<file path="src/rtl/shared_buffer_ctrl.sv">
// Front-end for the shared-memory multi-list linked list: owns the payload RAM,
// serialises push/pop to the list and round-robins dequeue requests across lists.
module shared_buffer_ctrl #(
  parameter int unsigned NUM_ELEMS = 4,
  parameter int unsigned NUM_LISTS = 2,
  parameter int unsigned WIDTH     = 8,
  parameter int unsigned PTR_WIDTH = $clog2(NUM_ELEMS)
) (
  input  logic                 clk,
  input  logic                 rst_n,
  input  logic                 enq_valid,
  input  logic [NUM_LISTS-1:0] enq_list,
  input  logic [WIDTH-1:0]     enq_data,
  output logic                 enq_ready,
  input  logic [NUM_LISTS-1:0] deq_req,
  output logic                 deq_valid,
  input  logic                 deq_ready,
  output logic [WIDTH-1:0]     deq_data,
  output logic [NUM_LISTS-1:0] deq_list,
  output logic                 enq_err,
  output logic [NUM_LISTS-1:0] ll_push,
  output logic [NUM_LISTS-1:0] ll_pop,
  input  logic                 ll_full,
  input  logic [NUM_LISTS-1:0] ll_empty,
  input  logic [PTR_WIDTH-1:0] ll_free_ptr,
  input  logic [PTR_WIDTH-1:0] ll_popped_head
);

  localparam int unsigned LIST_W = (NUM_LISTS > 1) ? $clog2(NUM_LISTS) : 1;

  typedef enum logic {
    PRIO_PUSH = 1'b0,
    PRIO_POP  = 1'b1
  } prio_t;

  prio_t                prio_q, prio_d;
  logic [LIST_W-1:0]    rr_ptr, rr_next, grant_idx;
  logic [NUM_LISTS-1:0] eligible, grant;
  logic                 grant_found;
  logic                 out_free, cand_push, cand_pop, do_push, do_pop, enq_onehot;
  logic [WIDTH-1:0]     ram [NUM_ELEMS];

  assign eligible   = deq_req & ~ll_empty;
  assign out_free   = ~deq_valid | deq_ready;
  assign cand_push  = enq_valid & ~ll_full;
  assign cand_pop   = (|eligible) & out_free;
  assign enq_onehot = (enq_list != '0) && ((enq_list & (enq_list - 1'b1)) == '0);

  // Only one list operation per cycle; prio decides contested cycles only.
  assign do_push = rst_n & cand_push & (~cand_pop | (prio_q == PRIO_PUSH));
  assign do_pop  = rst_n & cand_pop & (~cand_push | (prio_q == PRIO_POP));

  assign enq_ready = do_push;
  assign ll_push   = (do_push && enq_onehot) ? enq_list : '0;
  assign ll_pop    = do_pop ? grant : '0;

  always_comb begin : rr_arb
    int unsigned idx;
    idx         = 0;
    grant       = '0;
    grant_idx   = '0;
    grant_found = 1'b0;
    for (int unsigned i = 0; i < NUM_LISTS; i++) begin
      idx = (32'(rr_ptr) + i) % NUM_LISTS;
      if (!grant_found && eligible[idx]) begin
        grant_found = 1'b1;
        grant[idx]  = 1'b1;
        grant_idx   = LIST_W'(idx);
      end
    end
  end

  assign rr_next = (grant_idx == LIST_W'(NUM_LISTS - 1)) ? '0 : grant_idx + 1'b1;

  always_comb begin
    prio_d = prio_q;
    if (cand_push && cand_pop) begin
      prio_d = (prio_q == PRIO_PUSH) ? PRIO_POP : PRIO_PUSH;
    end
  end

  always_ff @(posedge clk) begin
    if (|ll_push) begin
      ram[ll_free_ptr] <= enq_data;
    end
  end

  always_ff @(posedge clk or negedge rst_n) begin
    if (!rst_n) begin
      deq_valid <= 1'b0;
      deq_data  <= '0;
      deq_list  <= '0;
      enq_err   <= 1'b0;
      rr_ptr    <= '0;
      prio_q    <= PRIO_PUSH;
    end else begin
      prio_q <= prio_d;
      if (enq_ready && !enq_onehot) begin
        enq_err <= 1'b1;
      end
      // The list presents the popped head combinationally, so the payload is
      // captured at the same edge the pop strobe takes effect.
      if (do_pop) begin
        deq_valid <= 1'b1;
        deq_data  <= ram[ll_popped_head];
        deq_list  <= grant;
        rr_ptr    <= rr_next;
      end else if (deq_ready) begin
        deq_valid <= 1'b0;
      end
    end
  end

endmodule

</file>
<file path="config.mk">
export PLATFORM = sky130hd
export DESIGN_NAME = shared_buffer_ctrl
export DESIGN_NICKNAME = d
export VERILOG_FILES = /design/src/rtl/shared_buffer_ctrl.sv
export SDC_FILE = /design/constraint.sdc
export NUM_CORES = 1
export LEC_CHECK = 0
export CAP_MARGIN = 20
export CORE_ASPECT_RATIO = 0.9
export CORE_MARGIN = 5
export CORE_UTILIZATION = 54
export CTS_CLUSTER_DIAMETER = 40
export DETAILED_ROUTE_END_ITERATION = 12
export MAX_ROUTING_LAYER = met4
export PLACE_DENSITY = 0.81
export SYNTH_ARGS = -nofsm -noshare
export SYNTH_HDL_FRONTEND = slang
export SYNTH_SLANG_ARGS = --single-unit
</file>
<file path="constraint.sdc">
create_clock -name clk -period 2.6 [get_ports clk]
set_input_delay 0.65 -clock clk [delete_from_list [all_inputs] [get_ports clk]]
set_output_delay 0.65 -clock clk [all_outputs]
set_load 0.02 [all_outputs]
</file>
==> impl_metrics.csv <==
group,metric,value,unit
outcome,status,"finished clean",
global_routing,antenna_found_initial,0,
detailed_routing,firstDrtPassIters,4,
floorplanning,start_util,55.9,%
layout,syn_to_final_growth,35.2,%
place,dp_slack,-0.606,ns
clock_network,cts_max_level,2,
sta,fin_ws,0.0734,ns
worst_hold_path,hold_start,"enq_err",
detailed_routing,initialDrtViolationCount,20,
clock_network,postCtsHoldBufs,0,
clock_network,clock_sinks,46,
global_routing,grt_pass1_wl,5450,um
layout,final_net_count,186,
logic_synthesis,synth.ff_latch_count,46,
logic_synthesis,synth.avg_cell_area,18.9,sq um
flow_run,max-cap-violations,0,
logic_synthesis,yosys_warnings,0,
logic_synthesis,netlist_top_cells_area,"edfxtp_1, dfrtp_1, mux4_2",
floorplanning,rows,20,
worst_hold_path,hold_class,"reg -> reg",
sta,fin_worst_skew,0.00443,ns
worst_hold_path,holdPathStages,2,
layout,drive_gt1_share,35.4,%
global_routing,grt_max_degree,15,
sta,timing.fmax,0.396,GHz
critical_path,worstPathCellList,"clkdlybuf4s50_1, or3b_4, o2111ai_4, nor2b_1, buf_2",
detailed_routing,wl,3320,um
critical_path,max_stage_delay,0.46,ns
logic_synthesis,synth_nets,123,
clock_network,cts_buffers,5,
critical_path,end_kind,"output pin",
floorplanning,die_h,66.1,um
critical_path,cp_max_fo,4,
logic_synthesis,ys_types,29,
floorplanning,die_w,72.3,um
logic_synthesis,syn_area,1890,sq um
place,port_buffers,39,
logic_synthesis,synthCells,100,
global_routing,grt.overflow.total,0,
critical_path,worstPathArrival,1.88,ns
power_and_ir_drop,p_leak,0.000979,uW
critical_path,worst_r2r_path_depth,4,
place,globalplace.congestion,0.824,
sta,tightest_slew,0.411,ns
detailed_routing,drc,0,
detailed_routing,via_per_inst,5.24,
logic_synthesis,ys.flop_type,"edfxtp_1",
sta,finalHoldViolations,0,
sta,maxSlewViolCount,0,
power_and_ir_drop,power_density,670,nW/um^2
logic_synthesis,synth_top_cell_by_area,"edfxtp_1",
sta,timing.final.crit_share,97.2,%
floorplanning,design.die.area,4780,sq um
layout,finish.instance_area,2550,sq um
clock_network,cts_tree,"yes",
detailed_routing,drtAntennaViolNets,0,
clock_network,clk_pin_slew_worst_paths,0.08,ns
critical_path,critPathBufInv,2,
sta,setup_viol,0,
critical_path,startpoint_type,"primary input",
sta,period_needed,2.53,ns
logic_synthesis,seq_area_frac_synth,69.5,%
sta,max_slew_margin,72.5,%
critical_path,crit_slowest_cell,"clkdlybuf4s50_1",
detailed_routing,wl_per_cell,16.0,um
power_and_ir_drop,p_total,1710,uW
logic_synthesis,synth_edf_count,32,
clock_network,cts_root_buffer,"clkbuf_8",
logic_synthesis,async_reset_ff_share,30.4,%
floorplanning,ioPinCount,40,
clock_network,clock_latency,0.29,ns
global_routing,grt_pass1_vias,1207,
layout,n_antenna_cell,0,
place,placed_area,2440,sq um
critical_path,startpoint,"ll_full",
critical_path,path_depth,5,
critical_path,crit_family,"buffers and inverters",
logic_synthesis,yosysTopAreaCellShare,50.9,%
place,hpwl,2480,um
floorplanning,core,3380,sq um
critical_path,r2r_start,"prio_q",
global_routing,grt_usage,16.0,%
clock_network,cts_max_path_buffers,2,
power_and_ir_drop,max-vdd-ir-drop,420,uV
critical_path,crit_type,"in -> out",
layout,post-route-util,75.5,%
sta,rsz0062_at_grt,"false",
critical_path,required,1.95,ns
sta,whs,0.482,ns
detailed_routing,dr_total_vias,1089,
## logic make-up (layout without fill, tap and decap cells)
group | count (synthesis) | in the layout | synth area share (%)
AND/OR/NAND/NOR | 22 | 22 | 7.03
multiplexers | 19 | 19 | 17.2
buffers and inverters | 5 | 69 | 2.06
XOR/XNOR | 2 | 2 | 0.929
AO/OA/AOI/OAI | 6 | 6 | 3.25
flip-flops | 46 | 46 | 69.5
## worst register-to-register path: stages, from the launching register on
cell	delay (ns)
dfrtp_1	0.42
or3b_4	0.42
o2111ai_4	0.13
buf_4	0.21
mux2_2	0.34
## stage by stage
stage,std cells,TNS [ns]
2_1_floorplan,100,-0.0538
3_3_place_gp,199,-2.41
3_5_place_dp,199,-2.56
4_1_cts,208,0
5_1_grt,208,0
6_report,208,0
## synth_stat cells (all sizes together), types with 2 or more instances
library cell / number
and2b: 2
mux4: 8
nor2b: 2
dfrtp: 14
inv: 2
nor3: 4
nand2: 3
buf: 3
nor4b: 2
nand2b: 2
nor2: 3
edfxtp: 32
nand3b: 2
mux2: 10
## layout by cell type (no fill, tap or decap), types with 2 or more instances in the layout
master / count
nor2_1: 3
clkdlybuf4s50_1: 30
nor3_1: 4
mux2_2: 4
buf_2: 3
dfrtp_1: 14
mux4_2: 8
nand2b_1: 2
buf_4: 22
nand3b_1: 2
dlygate4sd2_1: 4
clkbuf_8: 5
inv_1: 2
edfxtp_1: 32
mux2_4: 6
nand2_1: 2
## repair_timing
item | in CTS | in global routing
pin swaps | 2 | 1
setup buffers | 1 | 0
endpoints found under the setup margin | 5 | 3
gates resized for setup | 30 | 5
## sequential cells by signal, indices dropped and copies added, names as in the netlist, named ones only
signal and flops:
prio_q 1, deq_data 8, deq_list 2, deq_valid 1, ram 32, enq_err 1
## final cells by class
class / instances / area [sq um]
clock inverter: 2 / 13.8
fill: 217 / 827
inverter: 2 / 7.51
tap: 44 / 55.1
sequential: 46 / 1310
clock buffer: 6 / 72.6
multi-input combinational: 49 / 576
timing repair buffer: 59 / 515
## power breakdown
part | internal, uW | leakage, uW | switching, uW
Sequential | 852 | 0.000452 | 42.6
Clock | 189 | 0.0000452 | 222
Combinational | 231 | 0.000483 | 173
## worst paths after layout
path / slack, ns / to
max: 0.07 / ll_pop[0]
min: 0.48 / enq_err
max reg2reg: 0.97 / flop
min reg2reg: 0.48 / enq_err
max in group asynchronous: 1.59 / deq_data[2]
min in group asynchronous: 0.84 / prio_q
## layer usage
metal	track usage (%)	up-vias	part of all wire [%]
li1	-	515	-
met1	18.7	534	42
met2	25.2	32	48
met3	4.71	8	6.7
met4	8.22	0	2.5
met5	-	-	0
Power figures use the tool's default switching activity.
